### config.mk
export PLATFORM = sky130hd
export DESIGN_NAME = side_road_sensor_conditioner_flat
export DESIGN_NICKNAME = d
export VERILOG_FILES = /design/src/rtl/side_road_sensor_conditioner_pkg.sv /design/src/rtl/side_road_sensor_conditioner_if.sv /design/src/rtl/side_road_sensor_conditioner_sense_debounce.sv /design/src/rtl/side_road_sensor_conditioner.sv /design/src/flat_wrapper.sv
export SDC_FILE = /design/constraint.sdc
export NUM_CORES = 1
export LEC_CHECK = 0
export BUFFER_PORTS_ARGS = -buffer_cell sky130_fd_sc_hd__buf_4
export CAP_MARGIN = 10
export CELL_PAD_IN_SITES_DETAIL_PLACEMENT = 0
export CELL_PAD_IN_SITES_GLOBAL_PLACEMENT = 1
export CORE_MARGIN = 2
export CORE_UTILIZATION = 45
export CTS_CLUSTER_SIZE = 40
export DETAILED_ROUTE_END_ITERATION = 10
export GPL_ROUTABILITY_DRIVEN = 0
export MAX_ROUTING_LAYER = met4
export PLACE_DENSITY = 0.76
export SYNTH_ARGS = -nofsm -noshare
export SYNTH_HDL_FRONTEND = slang
export SYNTH_SLANG_ARGS = --single-unit
### constraint.sdc
create_clock -name clk -period 7.5 [get_ports clk]
set_input_delay 1.125 -clock clk [delete_from_list [all_inputs] [get_ports clk]]
set_output_delay 1.125 -clock clk [all_outputs]
set_load 0.005 [all_outputs]
### src/rtl/side_road_sensor_conditioner_pkg.sv
// ---------------------------------------------------------------------------
// traffic_pkg
// Shared definitions for the main/side-road traffic light controller and its
// side-road sensor conditioner.
//   req_state_e : request FSM states (IDLE=0, REQ=1, GAP=2)
//   light_e     : one-hot light colour codes (RED, YELLOW, GREEN)
//   ctrWidth    : smallest counter width able to hold a given maximum value
// No ports (package).
// ---------------------------------------------------------------------------
package traffic_pkg;

  typedef enum logic [1:0] {
    IDLE = 2'd0,
    REQ  = 2'd1,
    GAP  = 2'd2
  } req_state_e;

  typedef enum logic [2:0] {
    RED    = 3'b100,
    YELLOW = 3'b010,
    GREEN  = 3'b001
  } light_e;

  // Width needed for a counter that must reach maxVal; never less than 1 bit.
  function automatic int ctrWidth(input int maxVal);
    int w;
    w = 1;
    while ((1 << w) <= maxVal) w++;
    return w;
  endfunction

endpackage

### src/rtl/side_road_sensor_conditioner_if.sv
// ---------------------------------------------------------------------------
// side_road_sensor_conditioner_if
// Bundles the sensor-side inputs and the controller-side outputs of the
// side-road sensor conditioner.
//   raw_sense  : asynchronous loop-detector output, 1 = vehicle present
//   side_green : side-road green from the controller
//   Dss        : registered side-road request to the controller
//   veh_cnt    : waiting side-road vehicles (CNT_W bits)
//   fault      : sticky stuck-sensor flag
// Modports: master drives the inputs and observes outputs; slave is the
// conditioner itself.
// ---------------------------------------------------------------------------
interface side_road_sensor_conditioner_if #(
  parameter int CNT_W = 4
);

  logic             raw_sense;
  logic             side_green;
  logic             Dss;
  logic [CNT_W-1:0] veh_cnt;
  logic             fault;

  modport master (
    output raw_sense,
    output side_green,
    input  Dss,
    input  veh_cnt,
    input  fault
  );

  modport slave (
    input  raw_sense,
    input  side_green,
    output Dss,
    output veh_cnt,
    output fault
  );

endinterface

### src/rtl/side_road_sensor_conditioner_sense_debounce.sv
// ---------------------------------------------------------------------------
// sense_debounce
// Two-flop synchroniser followed by a stability debouncer for the raw
// side-road loop-detector signal.
//   clk       in  : system clock
//   Dreset    in  : synchronous active-high reset
//   raw_sense in  : asynchronous detector output
//   det_q     out : debounced detector level
//   rise      out : one-cycle pulse on the cycle det_q first reads 1
// The debounced level only changes after DEBOUNCE_CYC consecutive
// synchronised samples disagree with it, so shorter glitches vanish.
// ---------------------------------------------------------------------------
module sense_debounce
  import traffic_pkg::*;
#(
  parameter int DEBOUNCE_CYC = 4
) (
  input  logic clk,
  input  logic Dreset,
  input  logic raw_sense,
  output logic det_q,
  output logic rise
);

  localparam int CW = ctrWidth(DEBOUNCE_CYC - 1);

  logic          sync1_q;
  logic          sync2_q;
  logic [CW-1:0] stable_q;

  // Synchronise, count consecutive disagreeing samples, and flip the level
  // once enough have been seen. rise is registered alongside det_q so the
  // arrival pulse lines up with the first cycle of the new level.
  always_ff @(posedge clk) begin
    if (Dreset) begin
      sync1_q  <= 1'b0;
      sync2_q  <= 1'b0;
      stable_q <= '0;
      det_q    <= 1'b0;
      rise     <= 1'b0;
    end else begin
      sync1_q <= raw_sense;
      sync2_q <= sync1_q;
      rise    <= 1'b0;
      if (sync2_q == det_q) begin
        stable_q <= '0;
      end else if (stable_q == CW'(DEBOUNCE_CYC - 1)) begin
        stable_q <= '0;
        det_q    <= sync2_q;
        rise     <= sync2_q;
      end else begin
        stable_q <= stable_q + 1'b1;
      end
    end
  end

endmodule

### src/rtl/side_road_sensor_conditioner.sv
// ---------------------------------------------------------------------------
// side_road_sensor_conditioner
// Produces the side-road request Dss for the traffic light controller from a
// raw loop-detector signal: debounces the detector, counts waiting vehicles
// (saturating), retires one vehicle per DEPART_CYC cycles of side green, and
// drives Dss through a request FSM with a minimum hold and a minimum gap.
//   clk    in  : system clock
//   Dreset in  : synchronous active-high reset
//   bus    slave modport of side_road_sensor_conditioner_if
//          (raw_sense, side_green in; Dss, veh_cnt, fault out)
// Build option SENSOR_FAULT_DET_EN: when defined, a stuck-high detector
// raises a sticky fault after STUCK_CYC consecutive high cycles of the
// debounced level; fault suppresses arrivals, clears the count and withholds
// requests. When undefined, fault is tied to 0 and no stuck counter exists.
// ---------------------------------------------------------------------------
module side_road_sensor_conditioner
  import traffic_pkg::*;
#(
  parameter int DEBOUNCE_CYC = 4,
  parameter int DEPART_CYC   = 8,
  parameter int MIN_HOLD     = 16,
  parameter int MIN_GAP      = 32,
  parameter int CNT_W        = 4
`ifdef SENSOR_FAULT_DET_EN
  ,
  parameter int STUCK_CYC    = 256
`endif
) (
  input  logic                          clk,
  input  logic                          Dreset,
  side_road_sensor_conditioner_if.slave bus
);

  localparam int DW      = ctrWidth(DEPART_CYC - 1);
  localparam int TMR_MAX = (MIN_GAP > MIN_HOLD) ? (MIN_GAP - 1) : (MIN_HOLD - 1);
  localparam int TW      = ctrWidth(TMR_MAX);

  logic             detQ;
  logic             rise;
  logic             arrival;
  logic             depart;
  logic             faultAct;
  logic [CNT_W-1:0] vehCnt_q;
  logic [CNT_W-1:0] vehCnt_d;
  logic [DW-1:0]    depTmr_q;
  logic [DW-1:0]    depTmr_d;
  req_state_e       state_q;
  logic [TW-1:0]    fsmTmr_q;
  logic             dss_q;

  sense_debounce #(
    .DEBOUNCE_CYC(DEBOUNCE_CYC)
  ) u_debounce (
    .clk      (clk),
    .Dreset   (Dreset),
    .raw_sense(bus.raw_sense),
    .det_q    (detQ),
    .rise     (rise)
  );

  // Departure timer only runs while there is someone to depart; it wraps on
  // the departure cycle so each vehicle needs a fresh DEPART_CYC run.
  always_comb begin
    depTmr_d = '0;
    depart   = 1'b0;
    if (bus.side_green && (vehCnt_q != '0)) begin
      if (depTmr_q == DW'(DEPART_CYC - 1)) begin
        depart = 1'b1;
      end else begin
        depTmr_d = depTmr_q + 1'b1;
      end
    end
  end

  // Arrival and departure on the same cycle cancel out.
  always_comb begin
    arrival  = rise & ~faultAct;
    vehCnt_d = vehCnt_q;
    if (faultAct) begin
      vehCnt_d = '0;
    end else if (arrival && !depart) begin
      if (vehCnt_q != '1) vehCnt_d = vehCnt_q + 1'b1;
    end else if (depart && !arrival) begin
      vehCnt_d = vehCnt_q - 1'b1;
    end
  end

  always_ff @(posedge clk) begin
    if (Dreset) begin
      vehCnt_q <= '0;
      depTmr_q <= '0;
    end else begin
      vehCnt_q <= vehCnt_d;
      depTmr_q <= depTmr_d;
    end
  end

  // Request FSM. The timer restarts on every state entry; in REQ it
  // saturates at the hold limit so a long request cannot wrap it.
  always_ff @(posedge clk) begin
    if (Dreset) begin
      state_q  <= IDLE;
      fsmTmr_q <= '0;
      dss_q    <= 1'b0;
    end else begin
      case (state_q)
        IDLE: begin
          if (!faultAct && (vehCnt_q != '0)) begin
            state_q  <= REQ;
            fsmTmr_q <= '0;
            dss_q    <= 1'b1;
          end
        end
        REQ: begin
          if (faultAct || ((fsmTmr_q >= TW'(MIN_HOLD - 1)) && (vehCnt_q == '0))) begin
            state_q  <= GAP;
            fsmTmr_q <= '0;
            dss_q    <= 1'b0;
          end else if (fsmTmr_q < TW'(MIN_HOLD - 1)) begin
            fsmTmr_q <= fsmTmr_q + 1'b1;
          end
        end
        GAP: begin
          if (fsmTmr_q == TW'(MIN_GAP - 1)) begin
            state_q  <= IDLE;
            fsmTmr_q <= '0;
          end else begin
            fsmTmr_q <= fsmTmr_q + 1'b1;
          end
        end
        default: begin
          state_q  <= IDLE;
          fsmTmr_q <= '0;
          dss_q    <= 1'b0;
        end
      endcase
    end
  end

`ifdef SENSOR_FAULT_DET_EN
  localparam int SW = ctrWidth(STUCK_CYC - 1);

  logic [SW-1:0] stuckCnt_q;
  logic          fault_q;

  // Counts consecutive high cycles of the debounced level; the flag is
  // sticky and only a reset clears it.
  always_ff @(posedge clk) begin
    if (Dreset) begin
      stuckCnt_q <= '0;
      fault_q    <= 1'b0;
    end else if (!detQ) begin
      stuckCnt_q <= '0;
    end else if (stuckCnt_q == SW'(STUCK_CYC - 1)) begin
      fault_q <= 1'b1;
    end else begin
      stuckCnt_q <= stuckCnt_q + 1'b1;
    end
  end

  assign faultAct = fault_q;
`else
  assign faultAct = 1'b0;
`endif

  assign bus.Dss     = dss_q;
  assign bus.veh_cnt = vehCnt_q;
  assign bus.fault   = faultAct;

endmodule

### src/flat_wrapper.sv
// flat-port wrapper written by rule: the top's interface ports become plain ports
module side_road_sensor_conditioner_flat import traffic_pkg::*;
#(
  parameter int DEBOUNCE_CYC = 4,
  parameter int DEPART_CYC   = 8,
  parameter int MIN_HOLD     = 16,
  parameter int MIN_GAP      = 32,
  parameter int CNT_W        = 4

)
  (clk, Dreset, bus_raw_sense, bus_side_green, bus_Dss, bus_veh_cnt, bus_fault);
  side_road_sensor_conditioner_if #(.CNT_W(CNT_W)) bus_i ();
  input  logic clk;
  input  logic Dreset;
  input wire logic [$bits(bus_i.raw_sense)-1:0] bus_raw_sense;
  input wire logic [$bits(bus_i.side_green)-1:0] bus_side_green;
  output wire logic [$bits(bus_i.Dss)-1:0] bus_Dss;
  output wire logic [$bits(bus_i.veh_cnt)-1:0] bus_veh_cnt;
  output wire logic [$bits(bus_i.fault)-1:0] bus_fault;
  assign bus_i.raw_sense = bus_raw_sense;
  assign bus_i.side_green = bus_side_green;
  assign bus_Dss = bus_i.Dss;
  assign bus_veh_cnt = bus_i.veh_cnt;
  assign bus_fault = bus_i.fault;
  side_road_sensor_conditioner #(.DEBOUNCE_CYC(DEBOUNCE_CYC), .DEPART_CYC(DEPART_CYC), .MIN_HOLD(MIN_HOLD), .MIN_GAP(MIN_GAP), .CNT_W(CNT_W)) u_core (.clk(clk), .Dreset(Dreset), .bus(bus_i));
endmodule
# Yosys cells after proc, flatten, opt, wreduce, memory -nomap -nowiden
# Index checks and enable logic that the tools add are counted.
# W data, S select, Z words.
# op_classes
n_div,0
n_lt_le_gt_ge,2
n_mul,0
shift,0
eq_ne,12
mux,17
n_addsub,5
bitwise,4
n_reduce_logical,18
# ops
cell,count
$mux W5,4
$pmux W5 S3,1
$mux W4,3
$reduce_or A3 Y1,3
$mux W2,3
$ne A2 B1 Y1 const B,3
$pmux W2 S3,1
$reduce_and A2 Y1,3
$reduce_and A3 Y1,2
$add A5 B1 Y5 const B,1
$eq A5 B5 Y1 const B,1
$ge A5 B4 Y1 const B,1
$lt A5 B4 Y1 const B,1
$add A4 B1 Y4 const B,1
$eq A2 B2 Y1 const B,2
$logic_and A1 B1 Y1,4
$logic_not A4 Y1,1
$mux W1,4
$ne A4 B4 Y1 const B,1
$not A1 Y1,4
$reduce_bool A4 Y1,1
$sub A4 B1 Y4 const B,1
$add A3 B1 Y3 const B,1
$eq A3 B3 Y1 const B,1
9 further kinds,10
# word_totals
latchBits,0
mem_bits_rw,0
input_bits,4
register_bits,21
wordCells,68
rom_bits,0
mem_count,0

# Depth between registers and ports, before layout
# logic_depth
word_depth,7
depth_mapped,9
mapped_depth_nobuf,9

# Cells and area by module
# A second synthesis with hierarchy kept.
# hier_totals
hier_cells,133
hier_area_um2,1246.2
# by_module_without_submodules
module,area_per_inst_um2,seq_area_each_um2,cells_each,instances
side_road_sensor_conditioner,1044.8,300.3,118,1
sense_debounce,201.4,120.1,15,1

# Worst setup path after synthesis
# Ideal clock, no wire load.
# synth_path
kind,input port to flip-flop
startpoint,input bus_side_green
endpoint,register u_core.vehCnt_q[3] (netlist: u_core.bus.veh_cnt[3])
arrival_time_ns,2.690
stages,7
required_ns,7.377
setup_ns,0.123
path_slack_ns,4.687
path_buffers,0
cell_sequence,nand2_1 -> o21ai_0 -> ha_1 -> a21o_2 -> a21oi_1 -> mux2i_1 -> mux2_1
# synth_via
elab_chain_cells,6
word_cells_on_any_way,9
classes_between,1 x eq/ne; 2 x mux; 6 x reduce/logical
# synth_rtl
item,line_no,source
start: declaration,flat_wrapper.sv:16,input wire logic [$bits(bus_i.side_green)-1:0] bus_side_green;
$logic_and A1 B1 Y1 *,side_road_sensor_conditioner.sv:66,if (bus.side_green && (vehCnt_q != '0)) begin
$mux W1 *,side_road_sensor_conditioner.sv:66,
$logic_not A1 Y1,side_road_sensor_conditioner.sv:81,end else if (arrival && !depart) begin
$logic_and A1 B1 Y1,side_road_sensor_conditioner.sv:81,
$ne A2 B2 Y1 (no source line) or $reduce_bool A2 Y1 (tied branches),--,
$reduce_and A2 Y1 (no source line),--,
end signal: assignment,side_road_sensor_conditioner.sv:93,vehCnt_q <= vehCnt_d;
end: declaration,side_road_sensor_conditioner.sv:43,logic [CNT_W-1:0] vehCnt_q;
# Every way passes the cells marked *; elsewhere a longest branch is shown, timed or not.
# A chain may end at the register's enable or synchronous reset.

# Worst setup path after layout
# layout_path
startpoint,register u_core.vehCnt_q[0] (netlist: u_core.bus.veh_cnt[0])
endpoint,register u_core.vehCnt_q[3] (netlist: u_core.bus.veh_cnt[3])
# layout_via
elab_chain_cells,7
word_cells_on_any_way,15
classes_between,2 x add/sub; 2 x eq/ne; 4 x mux; 7 x reduce/logical
# layout_rtl
item,line_no
$reduce_bool A4 Y1,side_road_sensor_conditioner.sv:66
$logic_and A1 B1 Y1,side_road_sensor_conditioner.sv:66
$mux W1,side_road_sensor_conditioner.sv:66
$logic_not A1 Y1,side_road_sensor_conditioner.sv:81
$logic_and A1 B1 Y1,side_road_sensor_conditioner.sv:81
$ne A2 B2 Y1 (no source line) or $reduce_bool A2 Y1 (tied branches),--
$reduce_and A2 Y1 (no source line),--
# Several ways; a longest one is shown, not always the timed one. The select of a mux whose other input is x is not followed.

==> impl_metrics.prom <==
# TYPE chip_impl_metric gauge
chip_impl_metric{name="cts-buffers-inserted",unit=""} 3
chip_impl_metric{name="combinationalPowerShare",unit="%"} 2.3
chip_impl_metric{name="grt_antenna_before_repair",unit=""} 0
chip_impl_metric{name="crit_required",unit="ns"} 7.71
chip_impl_metric{name="netlist-cell-type-count",unit=""} 45
chip_impl_metric{name="clockBufferDepth",unit=""} 2
chip_impl_metric{name="core_region_area",unit="µm²"} 2450
chip_impl_metric{name="count_of_final_hold_check_violations",unit=""} 0
chip_impl_metric{name="fillerInstances",unit=""} 240
chip_impl_info{name="timing.hold.worst.class",value="flop to flop"} 1
chip_impl_metric{name="peakVddDrop",unit="mV"} 0.103
chip_impl_metric{name="detail_route.wl_per_cell",unit="µm"} 12.9
chip_impl_metric{name="max-cap-violations",unit=""} 0
chip_impl_metric{name="number_of_vias_per_cell_after_detailed_routing",unit=""} 5.71
chip_impl_metric{name="dieHeight",unit="µm"} 54.7
chip_impl_metric{name="netSwitchingPower",unit="mW"} 0.0397
chip_impl_metric{name="dieArea",unit="µm²"} 2990
chip_impl_metric{name="clock-sinks",unit=""} 21
chip_impl_metric{name="synth_fp_nets",unit=""} 138
chip_impl_metric{name="synth.ff_latch_count",unit=""} 21
chip_impl_info{name="worstSetupStartpointType",value="flop"} 1
chip_impl_metric{name="synthesis.area_per_instance",unit="µm²"} 9.47
chip_impl_metric{name="power.share.sequential",unit="%"} 64.9
chip_impl_metric{name="netSwitchingFraction",unit="%"} 22.9
chip_impl_metric{name="core.rowCount",unit=""} 18
chip_impl_metric{name="post-place-cells",unit=""} 156
chip_impl_info{name="yosys.cell_count.top_type",value="sky130_fd_sc_hd__dfxtp_1"} 1
chip_impl_info{name="endpoint_kind",value="flop"} 1
chip_impl_metric{name="max_slew_violation_count",unit=""} 0
chip_impl_metric{name="total_routing_resource_utilization_after_global_routing",unit="%"} 16.5
chip_impl_info{name="postSynth.topFlopCell",value="sky130_fd_sc_hd__dfxtp_1"} 1
chip_impl_metric{name="number_of_warnings_reported_in_the_yosys_synthesis_log",unit=""} 0
chip_impl_metric{name="firstDrtPassIters",unit=""} 4
chip_impl_metric{name="synth_top_area_share",unit="%"} 36.4
chip_impl_metric{name="clock_skew",unit="ns"} 0.00447
chip_impl_info{name="tritoncts",value="done"} 1
chip_impl_metric{name="routed-via-count",unit=""} 914
chip_impl_metric{name="power.share.clock",unit="%"} 32.8
chip_impl_metric{name="hold_buffers",unit=""} 0
chip_impl_metric{name="totalNegativeSetupSlack",unit="ns"} 0
chip_impl_metric{name="post-route-drc-count",unit=""} 0
chip_impl_metric{name="initial_core_util",unit="%"} 47.0
chip_impl_metric{name="yosysSeqAreaShare",unit="%"} 36.4
chip_impl_metric{name="finalNetCount",unit=""} 147
chip_impl_metric{name="synthCells",unit=""} 122
chip_impl_metric{name="cts.repair.resized",unit=""} 0
chip_impl_metric{name="cp_data_arrival_time",unit="ns"} 3.26
chip_impl_metric{name="slew-limit-headroom",unit="%"} 37.7
chip_impl_metric{name="cts_setup_buffers",unit=""} 0
chip_impl_metric{name="power_report.internal_total",unit="mW"} 0.134
chip_impl_metric{name="timing_worst_slew_pin_value",unit="ns"} 0.926
chip_impl_metric{name="die_width",unit="µm"} 54.7
chip_impl_metric{name="pin_count",unit=""} 10
chip_impl_metric{name="drive_gt1_share",unit="%"} 12.3
chip_impl_metric{name="grt_start_max_net_pins",unit=""} 22
chip_impl_metric{name="layout_area_overhead",unit="%"} 9.10
chip_impl_metric{name="final_cell_count_no_fill",unit=""} 160
chip_impl_info{name="synthTopCellsByArea",value="sky130_fd_sc_hd__dfxtp_1, sky130_fd_sc_hd__ha_1, sky130_fd_sc_hd__nor3_1"} 1
chip_impl_metric{name="max_freq",unit="GHz"} 0.328
chip_impl_info{name="clock_tree.root_cell",value="sky130_fd_sc_hd__clkbuf_4"} 1
chip_impl_metric{name="antenna-diode-count",unit=""} 0
chip_impl_info{name="synth.largest_area_cell",value="sky130_fd_sc_hd__dfxtp_1"} 1
chip_impl_info{name="critPathKind",value="flop to flop"} 1
chip_impl_metric{name="finalCriticalPeriod",unit="ns"} 3.05
chip_impl_metric{name="wire_length_of_the_first_global_routing_pass",unit="mm"} 3.42
chip_impl_metric{name="postRouteWirelength",unit="mm"} 2.06
chip_impl_metric{name="power.static_leakage",unit="nW"} 0.501
chip_impl_info{name="status",value="finished, final reports clean"} 1
chip_impl_metric{name="h-tree-depth",unit=""} 1
chip_impl_metric{name="worstSkewPairLatency",unit="ns"} 0.31
chip_impl_metric{name="synth_enable_flop_cells",unit=""} 0
chip_impl_metric{name="dp_hpwl",unit="mm"} 1.49
chip_impl_metric{name="synthesis.area",unit="µm²"} 1150
chip_impl_metric{name="grt_pass1_vias",unit=""} 784
chip_impl_metric{name="worst_setup_hold_path_clk_slew",unit="ns"} 0.13
chip_impl_metric{name="drtIter0Drc",unit=""} 10
chip_impl_info{name="synthTopCellsByCount",value="sky130_fd_sc_hd__dfxtp_1, sky130_fd_sc_hd__ha_1, sky130_fd_sc_hd__nor2_1, sky130_fd_sc_hd__nor3_1"} 1
chip_impl_metric{name="antenna_left",unit=""} 0
chip_impl_info{name="rsz_0062_raised_after_global_routing",value="no"} 1
chip_impl_metric{name="setup_viol",unit=""} 0
chip_impl_metric{name="layout_worst_path_cycle_share",unit="%"} 40.7
chip_impl_metric{name="powerDensity",unit="nW/µm²"} 138
chip_impl_metric{name="io_buffer_count",unit=""} 8
chip_impl_metric{name="ys_async_sr_fraction",unit="%"} 0
chip_impl_metric{name="critical_path.max_fanout",unit=""} 12
chip_impl_metric{name="gr-total-overflow",unit=""} 0
## per-stage QoR
stage / hold slack (ns) / power, mW / area, µm² / utilization (%) / setup WS, ns
final: 0.444 / 0.173 / 1260 / 51.3 / 4.45
after global routing: 0.454 / 0.181 / 1260 / 51.3 / 4.24
after CTS: 0.445 / 0.176 / 1260 / 51.3 / 4.42
after detailed placement: 0.427 / 0.119 / 1230 / 50.2 / 4.46
after global placement: 0.406 / 0.119 / 1230 / 50.2 / 4.52
after floorplan: 0.397 / 0.118 / 1150 / - / 4.69
## per-layer routing
metal  routed length (µm)  GRT usage, %  share of wire (%)
met1                  996          21.6                 48
met2                  981          25.0                 48
met3                   70          3.28                3.4
met4                   13          6.25               0.63
met5                    0             -                  0
## area by class of cell
cell class                 instances  area, µm²  share of cell area (%)
clock buffer                       3       22.5                    1.79
clock inverter                     1       5.00                   0.397
inverter                           6       22.5                    1.79
multi-input combinational         91        692                    54.9
sequential                        21        420                    33.4
tap                               30       37.5                    2.98
timing repair buffer               8       60.1                    4.77
## cell usage in the layout (no fill, tap or decap), types with 2 or more instances in the layout
cell type / n
sky130_fd_sc_hd__mux2i_1: 2
sky130_fd_sc_hd__nand2b_1: 2
sky130_fd_sc_hd__inv_1: 6
sky130_fd_sc_hd__nand2_1: 6
sky130_fd_sc_hd__a21oi_1: 6
sky130_fd_sc_hd__ha_1: 11
sky130_fd_sc_hd__nor3_1: 7
sky130_fd_sc_hd__o21ai_0: 2
sky130_fd_sc_hd__dfxtp_1: 21
sky130_fd_sc_hd__nand4_1: 5
sky130_fd_sc_hd__nand3_1: 2
sky130_fd_sc_hd__or3_1: 3
sky130_fd_sc_hd__nor2b_1: 5
sky130_fd_sc_hd__nand4b_1: 2
sky130_fd_sc_hd__clkbuf_4: 3
sky130_fd_sc_hd__buf_4: 8
sky130_fd_sc_hd__and2_1: 2
sky130_fd_sc_hd__a211oi_1: 3
sky130_fd_sc_hd__nor2_1: 7
sky130_fd_sc_hd__a31oi_1: 2
## worst max-delay path: stages, from the launching register on
cell                      delay [ns]
sky130_fd_sc_hd__dfxtp_1        0.44
sky130_fd_sc_hd__nor4_2         0.86
sky130_fd_sc_hd__o21ai_0        0.38
sky130_fd_sc_hd__ha_1           0.37
sky130_fd_sc_hd__a21o_2         0.21
sky130_fd_sc_hd__a21oi_1        0.16
sky130_fd_sc_hd__mux2i_1        0.21
sky130_fd_sc_hd__mux2_1         0.33
## final timing paths
path	to	slack [ns]	depth (start not counted)	from
worst max-delay path	u_core.bus.veh_cnt[3]	4.45	7	u_core.bus.veh_cnt[0]
worst min-delay path	u_core.u_debounce.stable_q[0]	0.44	1	u_core.u_debounce.stable_q[0]
worst max register to register	u_core.bus.veh_cnt[3]	4.45	7	u_core.bus.veh_cnt[0]
worst min register to register	u_core.u_debounce.stable_q[0]	0.44	1	u_core.u_debounce.stable_q[0]
## registers in the layout (all words and copies together), names as in the netlist, 2 cells and up
signal,count
u_core.fsmTmr_q,5
u_core.state_q,2
u_core.u_debounce.stable_q,2
u_core.depTmr_q,3
u_core.bus.veh_cnt,4
## power groups by stage
stage / registers [mW] / clock network (mW) / logic [mW]
after floorplan: 0.115 / 0 / 0.00274
after global placement: 0.115 / 0 / 0.00408
after detailed placement: 0.115 / 0 / 0.00418
after CTS: 0.113 / 0.0589 / 0.00419
after global routing: 0.113 / 0.0631 / 0.00481
final: 0.113 / 0.0569 / 0.00403
## cells by family after synthesis
group                    Yosys count  share of synthesized area [%]
adder cells (fa/ha/maj)           12                           13.7
XOR/XNOR                           2                           1.52
other                              1                          0.325
buffers and inverters             10                           3.68
AO/OA/AOI/OAI                     26                           18.3
flip-flops                        21                           36.4
AND/OR/NAND/NOR                   47                           23.4
multiplexers                       3                           2.71
Power figures use the tool's default switching activity.
